[config.mk]
export PLATFORM = sky130hd
export DESIGN_NAME = pc_sequencer
export DESIGN_NICKNAME = d
export VERILOG_FILES = /design/src/rtl/pc_sequencer.sv
export SDC_FILE = /design/constraint.sdc
export NUM_CORES = 1
export LEC_CHECK = 0
export CAP_MARGIN = 20
export CELL_PAD_IN_SITES_DETAIL_PLACEMENT = 1
export CELL_PAD_IN_SITES_GLOBAL_PLACEMENT = 1
export CORE_MARGIN = 8
export CORE_UTILIZATION = 42
export DETAILED_ROUTE_END_ITERATION = 6
export PLACE_DENSITY_LB_ADDON = 0.25
export SYNTH_ARGS = -nofsm -noshare
export SYNTH_HDL_FRONTEND = slang
export SYNTH_SLANG_ARGS = --single-unit
[constraint.sdc]
create_clock -name clk -period 3.5 [get_ports clk]
set_input_delay 0.525 -clock clk [delete_from_list [all_inputs] [get_ports clk]]
set_output_delay 0.525 -clock clk [all_outputs]
set_load 0.01 [all_outputs]
[src/rtl/pc_sequencer.sv]
// Program counter sequencer: increment, pc-relative branch, jump, call/return
// through a circular return-address stack, and trap redirection.
module pc_sequencer #(
  parameter int                  PC_WIDTH     = 32,
  parameter int                  OFF_WIDTH    = 16,
  parameter int                  INC          = 4,
  parameter int                  RAS_DEPTH    = 4,
  parameter logic [PC_WIDTH-1:0] RESET_VECTOR = '0,
  parameter logic [PC_WIDTH-1:0] TRAP_VECTOR  = 'h100
) (
  input  logic                       clk,
  input  logic                       rst,
  input  logic                       update,
  input  logic                       branch,
  input  logic [OFF_WIDTH-1:0]       branch_offset,
  input  logic                       jump,
  input  logic                       call,
  input  logic [PC_WIDTH-1:0]        target,
  input  logic                       ret,
  input  logic                       trap,
  output logic [PC_WIDTH-1:0]        pc,
  output logic [$clog2(RAS_DEPTH):0] ras_count,
  output logic                       ras_empty,
  output logic                       ras_full,
  output logic                       ras_overflow,
  output logic                       ras_underflow
);

  localparam int PW = $clog2(RAS_DEPTH);
  localparam int CW = PW + 1;
  localparam logic [CW-1:0] DEPTH_C = CW'(RAS_DEPTH);

  logic [PC_WIDTH-1:0] pc_q, pc_d;
  logic [CW-1:0]       cnt_q, cnt_d;
  logic [PW-1:0]       ptr_q, ptr_d;   // slot the next push writes
  logic                ovf_q, ovf_d;
  logic                unf_q, unf_d;
  logic                push;

  logic [PC_WIDTH-1:0] ras_q [RAS_DEPTH];
  logic [PW-1:0]       ptr_dec;
  logic [PC_WIDTH-1:0] seq_pc;
  logic [PC_WIDTH-1:0] offset_ext;

  assign ptr_dec    = ptr_q - 1'b1;
  assign seq_pc     = pc_q + PC_WIDTH'(INC);
  assign offset_ext = PC_WIDTH'($signed(branch_offset));

  always_comb begin
    pc_d  = pc_q;
    cnt_d = cnt_q;
    ptr_d = ptr_q;
    ovf_d = ovf_q;
    unf_d = unf_q;
    push  = 1'b0;
    if (update) begin
      if (trap) begin
        pc_d = TRAP_VECTOR;
      end else if (ret) begin
        if (cnt_q == '0) begin
          pc_d  = TRAP_VECTOR;
          unf_d = 1'b1;
        end else begin
          pc_d  = ras_q[ptr_dec];
          ptr_d = ptr_dec;
          cnt_d = cnt_q - 1'b1;
        end
      end else if (call) begin
        // When full, ptr_q already points at the oldest entry, so the push
        // overwrites it and the count saturates.
        push  = 1'b1;
        pc_d  = target;
        ptr_d = ptr_q + 1'b1;
        if (cnt_q == DEPTH_C) ovf_d = 1'b1;
        else                  cnt_d = cnt_q + 1'b1;
      end else if (jump) begin
        pc_d = target;
      end else if (branch) begin
        pc_d = pc_q + offset_ext;
      end else begin
        pc_d = seq_pc;
      end
    end
  end

  always_ff @(posedge clk or posedge rst) begin
    if (rst) begin
      pc_q  <= RESET_VECTOR;
      cnt_q <= '0;
      ptr_q <= '0;
      ovf_q <= 1'b0;
      unf_q <= 1'b0;
    end else begin
      pc_q  <= pc_d;
      cnt_q <= cnt_d;
      ptr_q <= ptr_d;
      ovf_q <= ovf_d;
      unf_q <= unf_d;
    end
  end

  // Entry storage carries no reset; validity is tracked by cnt_q alone.
  always_ff @(posedge clk) begin
    if (push && !rst) ras_q[ptr_q] <= seq_pc;
  end

  assign pc            = pc_q;
  assign ras_count     = cnt_q;
  assign ras_empty     = (cnt_q == '0);
  assign ras_full      = (cnt_q == DEPTH_C);
  assign ras_overflow  = ovf_q;
  assign ras_underflow = unf_q;

endmodule

==> results_dict.tcl, run 1 <==
set metrics [dict create \
    io_buffers 94 \
    final_cell_mix "edfxtp_1, clkdlybuf4s50_1, nand2_1" \
    max_freq_mhz 304 \
    yosysUniqueCellTypes 72 \
    final_common_cell "edfxtp_1" \
    powerDensity_mw_per_mm2 662 \
    synth_warnings 0 \
    pwr-share-seq_pct 35.2 \
    drt-total-wl_um 30100 \
    ios 95 \
    synth_ff_type "edfxtp_1" \
    cts_hold_buf 0 \
    global_route.overflow_total 0 \
    dr_total_vias 7227 \
    cp_slowest_stage_delay_ns 0.49 \
    die_h_um 164 \
    crit_type "in -> reg" \
    critPathRequiredTime_ns 3.82 \
    clk_latency_ns 0.44 \
    syn_nets 861 \
    leakagePower_nw 4.20 \
    tns_ns 0 \
    clockBufferDepth 2 \
    antenna_found_initial 0 \
    drv_cap 0 \
    met3_wirelength_um 1560 \
    die_x_um 164 \
    wl_per_cell_um 25.4 \
    synthToLayoutAreaGrowth_pct 23.2 \
    topRoutingLayerUsed "met4" \
    maxSlewHeadroom_pct 25.4 \
    vias_per_cell 6.10 \
    finalSetupViolCount 0 \
    hpwl_um 20400 \
    yosysSeqAreaShare_pct 52.3 \
    synth_edf_count 128 \
    root_buffer "clkbuf_16" \
    worst_path_max_delay_cell "a2111o_1" \
    power_frac_comb_pct 39.9 \
    htreeDepth 4 \
    worstPathCellList "clkdlybuf4s50_1 > ha_1 > inv_1 > fa_1 > and2b_1 > o2111ai_1 > a2111o_1 > nand3_1 > a41oi_2 > o21ai_0 > xnor2_1 > a21oi_1 > a221o_1" \
    drc 0 \
    hp-class "reg -> reg" \
    swShare_pct 35.9 \
    grt_pass1_vias 7824 \
    clkPwrFrac_pct 24.9 \
    coreArea_sq_mm 0.0217 \
    layout.nets 986 \
    start_util_pct 42.5 \
    final_max_slew_viol_count 0 \
    path_delay_family "compound AO/OA/AOI/OAI gates" \
    syn_avg_cell_area_sq_um 12.0 \
    cts_setup_buffers 0 \
    cts.sinks 167 \
    postSynth.asyncResetShare_pct 23.4 \
    numCtsBuffers 17 \
    synth-seq-cells 167 \
    drt_first_pass_iters 5 \
    grt_max_degree 40 \
    dieArea_sq_mm 0.0269 \
    cts_resized 0 \
    worst-path-max-fanout 3 \
    outcome "finished, final reports clean" \
    p_sw_mw 2.70 \
    p_int_mw 4.82 \
    fillers 2245 \
    drt_iter0_markers 442 \
    ant_nets 0 \
    place_congestion 0.909 \
    rsz0062_at_grt "no" \
    period_needed_ns 3.29 \
    synthesis.area_sq_mm 0.00922 \
    num_rows 54 \
    cp_num_buf_inv 2 \
    grt_pass1_wl_um 46500 \
    stdcell_count 1185 \
    cts_tree "yes" \
    fin_worst_skew_ns 0.00919 \
    diodes 0 \
    crit_path_start_kind "input pin" \
    clk_pin_slew_worst_paths_ns 0.07 \
    grt_usage_pct 22.9 \
    finalHoldViolations 0 \
    vdd_ir_drop_max_mv 0.496 \
    worst_ep_arrival_time_ns 3.61 \
    fin_crit_sh_pct 93.9 \
    post_route_cells_drive_above_1_share_pct 14.8 \
    max_slew.worst_pin.slew_ns 1.12 \
    met2_length_um 14800 \
    synthCells 767 \
    endpoint_kind "flip-flop" \
    wl_met1_um 12900 \
    placed_cells 1153 \
]
## registers in the layout, summed over array words and instances (netlist names)
signal / count
ras_underflow: 1
ptr_q: 2
ras_q: 128
pc: 32
ras_overflow: 1
ras_count: 3
## metrics by stage
| stage | utilization [%] | hold WS (ns) | worst slack (ns) | area (sq um) | total power [mW] |
|---|---|---|---|---|---|
| after floorplan | - | 0.499 | 0.154 | 9220 | 4.53 |
| after global placement | 49.7 | 0.457 | -0.209 | 10800 | 5.54 |
| after detailed placement | 49.7 | 0.458 | -0.290 | 10800 | 5.65 |
| after CTS | 52.3 | 0.474 | 0.115 | 11300 | 7.55 |
| after global routing | 52.3 | 0.486 | 0.0465 | 11400 | 7.88 |
| final | 52.3 | 0.473 | 0.212 | 11400 | 7.52 |
## path summary, 6_finish.rpt
check                                to  slack [ns]  depth (start not counted)             start
setup / recovery                 pc[24]        0.21                         13  branch_offset[0]
hold / removal             ras_overflow        0.47                          1      ras_overflow
setup reg to reg                 pc[24]        0.25                         12             pc[0]
min in group asynchronous  ras_count[2]        0.62                          3               rst
max in group asynchronous      ptr_q[0]        2.43                          3               rst
hold reg to reg            ras_overflow        0.47                          1      ras_overflow
## cells in the mapped netlist (all sizes together) (5+ instances only)
library cell	number	area, sq um
a21boi	5	37.5
dfrtp	39	976
clkbuf	27	103
nand3	20	105
o21ai	45	225
mux4	32	721
xor2	25	219
mux2i	9	90.1
a21oi	62	310
o2bb2ai	7	61.3
o211ai	5	37.5
ha	36	450
nand4	14	93.8
xnor2	33	289
a221o	9	90.1
o31ai	7	52.6
nor3	9	45.0
buf	10	55.1
inv	21	78.8
a21o	8	60.1
a22oi	6	45.0
nand2	64	240
and3	6	38.8
nand2b	6	37.5
edfxtp	128	3840
a211oi	13	103
o21a	6	46.3
nor2	52	198
and2	7	43.8
## metal layers
layer	up-vias	GRT usage, %
li1	3213	-
met1	3715	29.6
met2	244	37.8
met3	55	3.48
met4	0	9.42
met5	-	0
## cell type report
| class | count | area, sq um | area share [%] |
|---|---|---|---|
| sequential | 167 | 4820 | 42.5 |
| inverter | 21 | 78.8 | 0.694 |
| tap | 280 | 350 | 3.09 |
| timing repair buffer | 143 | 1360 | 12.0 |
| clock inverter | 14 | 139 | 1.22 |
| multi-input combinational | 542 | 4170 | 36.7 |
| clock buffer | 18 | 439 | 3.87 |
## power groups by stage
stage                     registers [mW]  logic (mW)  clock network (mW)
after detailed placement            2.68        2.97                   0
after global routing                2.67        3.24                1.97
after floorplan                     2.66        1.87                   0
final                               2.64        3.00                1.88
after CTS                           2.64        3.01                1.90
after global placement              2.67        2.87                   0
## logic make-up (layout without fill, tap and decap cells)
family / Yosys count / count (layout) / synth area share, %
adder cells (fa/ha/maj): 38 / 38 / 5.32
AND/OR/NAND/NOR: 195 / 195 / 10.2
AO/OA/AOI/OAI: 208 / 208 / 15.0
buffers and inverters: 58 / 196 / 2.57
XOR/XNOR: 58 / 58 / 5.51
flip-flops: 167 / 167 / 52.3
multiplexers: 43 / 43 / 9.04
No activity file was read; power rests on OpenSTA's default activity.
==> run 2, diff against run 1 <==
--- a/config.mk
+++ b/config.mk
@@ -9,9 +9,12 @@
 export CELL_PAD_IN_SITES_DETAIL_PLACEMENT = 1
 export CELL_PAD_IN_SITES_GLOBAL_PLACEMENT = 1
 export CORE_MARGIN = 8
-export CORE_UTILIZATION = 42
+export CORE_UTILIZATION = 43
+export CTS_BUF_LIST = sky130_fd_sc_hd__clkbuf_4
 export DETAILED_ROUTE_END_ITERATION = 6
+export GPL_TIMING_DRIVEN = 0
 export PLACE_DENSITY_LB_ADDON = 0.25
+export SLEW_MARGIN = 20
 export SYNTH_ARGS = -nofsm -noshare
 export SYNTH_HDL_FRONTEND = slang
 export SYNTH_SLANG_ARGS = --single-unit
==> results_dict.tcl, run 2 (synthesis results as in run 1) <==
set metrics [dict create \
    p_total_mw 6.83 \
    numCtsBuffers 17 \
    largest_register_ffs 128 \
    ios 95 \
    dr_total_vias 7365 \
    fin_crit_sh_pct 97.9 \
    worst_path_max_delay_cell "dfrtp_1" \
    crit_type "reg -> reg" \
    cts.sinks 167 \
    drt_iter0_markers 558 \
    hpwl_um 22100 \
    utilization_pct 52.0 \
    ant_nets 0 \
    final_max_slew_viol_count 0 \
    cp_num_buf_inv 0 \
    htreeDepth 4 \
    grt_usage_pct 23.8 \
    critPathRequiredTime_ns 4.00 \
    dieArea_sq_mm 0.0264 \
    max_slew.worst_pin.slew_ns 1.09 \
    whs_ns 0.246 \
    powerDensity_mw_per_mm2 625 \
    period_needed_ns 3.42 \
    gr-usage-met1_pct 29.8 \
    endpoint_kind "flip-flop" \
    hp-class "in -> async" \
    grt.busiest_layer "met2" \
    die_h_um 162 \
    worstPathCellList "ha_1 > a211oi_2 > o211ai_1 > o21ai_1 > o22ai_2 > a41oi_2 > o21a_2 > nor2_1 > a41o_1 > a2111o_1" \
    leakagePower_nw 3.94 \
    antenna_found_initial 1 \
    grt_pass1_vias 7933 \
    drc 0 \
    finalHoldViolations 0 \
    final_cell_mix "edfxtp_1, clkdlybuf4s50_1, nand2_1" \
    start_util_pct 43.8 \
    maxSlewHeadroom_pct 26.9 \
    clk_latency_ns 0.60 \
    cts_tree "yes" \
    power_frac_comb_pct 44.2 \
    root_buffer "clkbuf_4" \
    global_route.overflow_total 0 \
    outcome "finished, final reports clean" \
    pwr-share-seq_pct 38.8 \
    clkPwrFrac_pct 17.0 \
    max_freq_mhz 292 \
    final_common_cell "edfxtp_1" \
    grt_util_met2_pct 38.5 \
    place_congestion 0.916 \
    worst_ep_arrival_time_ns 3.92 \
    drt_first_pass_iters 5 \
    clk_pin_slew_worst_paths_ns 0.15 \
    cp_slowest_stage_delay_ns 0.61 \
    vdd_ir_drop_max_mv 0.355 \
    finalSetupViolCount 0 \
    clockBufferDepth 2 \
    crit_path_start_kind "flip-flop" \
    p_sw_mw 2.64 \
    wl_per_cell_um 26.3 \
    vias_per_cell 6.27 \
    rsz0062_at_grt "no" \
    swShare_pct 38.6 \
    drt-total-wl_um 30800 \
    io_buffers 92 \
    path_delay_family "compound AO/OA/AOI/OAI gates" \
    drv_cap 0 \
    final_area_sq_mm 0.0109 \
    largest-register "ras_q" \
    p_int_mw 4.19 \
    coreArea_sq_mm 0.0210 \
    post_route_cells_drive_above_1_share_pct 12.1 \
    grtUsageMet3_pct 5.31 \
    die_x_um 162 \
    layout.nets 979 \
    fin_worst_skew_ns 0.0219 \
    grt_max_degree 24 \
    cts_hold_buf 0 \
    place_area_sq_mm 0.0106 \
    grt_pass1_wl_um 47200 \
    worst-path-max-fanout 8 \
    num_rows 53 \
    synthToLayoutAreaGrowth_pct 18.6 \
]
==> run 2: power by group through the flow <==
stage	clock, mW	combinational, mW	sequential (mW)
6_report	1.16	3.02	2.65
5_1_grt	1.24	3.26	2.68
4_1_cts	1.17	2.97	2.66
3_5_place_dp	0	2.95	2.68
3_3_place_gp	0	2.85	2.67
2_1_floorplan	0	1.87	2.66
==> run 2: timing repair <==
| item | in CTS | in global routing |
|---|---|---|
| setup buffers | 0 | 3 |
| gates resized for setup | 13 | 5 |
| endpoints found under the setup margin | 33 | 16 |
| pin swaps | 0 | 1 |
==> run 2: final cells by class <==
cell class              instances  area [sq um]
clock inverters                14           149
plain buffers                  36           170
well taps                     275           344
fillers                      2193         10100
flip-flops and latches        167          4820
diodes                          1          2.50
repair buffers                100          1060
multi-input cells             542          4160
inverters                      21          78.8
clock buffers                  18           135
==> run 2: worst register-to-register path, stage by stage (launching register included) <==
cell and delay [ns]:
dfrtp_1 0.61, ha_1 0.40, a211oi_2 0.30, o211ai_1 0.16
o21ai_1 0.37, o22ai_2 0.21, a41oi_2 0.38, o21a_2 0.23
nor2_1 0.05, a41o_1 0.22, a2111o_1 0.39
==> run 2: worst paths after layout <==
path / startpoint / depth (start not counted) / slack (ns) / to
max: pc[4] / 10 / 0.08 / pc[31]
min: rst / 2 / 0.25 / pc[4]
max reg2reg: pc[4] / 10 / 0.08 / pc[31]
min reg2reg: ras_underflow / 1 / 0.49 / ras_underflow
max in group asynchronous: rst / 3 / 2.74 / pc[18]
min in group clk: ras_underflow / 1 / 0.49 / ras_underflow
==> run 2: stage by stage <==
step / setup slack [ns] / setup TNS (ns) / instances
5_1_grt: 0.00611 / 0 / 1174
3_5_place_dp: -1.39 / -33.23 / 1139
2_1_floorplan: 0.154 / 0 / 767
6_report: 0.0750 / 0 / 1174
4_1_cts: 0.0232 / 0 / 1170
3_3_place_gp: -1.41 / -175.81 / 1134
==> run 2: routing by layer <==
| layer | vias up | share of wire, % |
|---|---|---|
| met2 | 347 | 48 |
| met5 | - | 0 |
| met1 | 3737 | 40 |
| li1 | 3195 | - |
| met4 | 0 | 4.1 |
| met3 | 86 | 7.9 |
==> run 3, diff against run 2 <==
--- a/config.mk
+++ b/config.mk
@@ -11,6 +11,7 @@
 export CORE_MARGIN = 8
 export CORE_UTILIZATION = 43
 export CTS_BUF_LIST = sky130_fd_sc_hd__clkbuf_4
+export CTS_CLUSTER_DIAMETER = 50
 export DETAILED_ROUTE_END_ITERATION = 6
 export GPL_TIMING_DRIVEN = 0
 export PLACE_DENSITY_LB_ADDON = 0.25
==> results of run 3 <==
Final layout, timing and power as in run 2 (identical DEF).
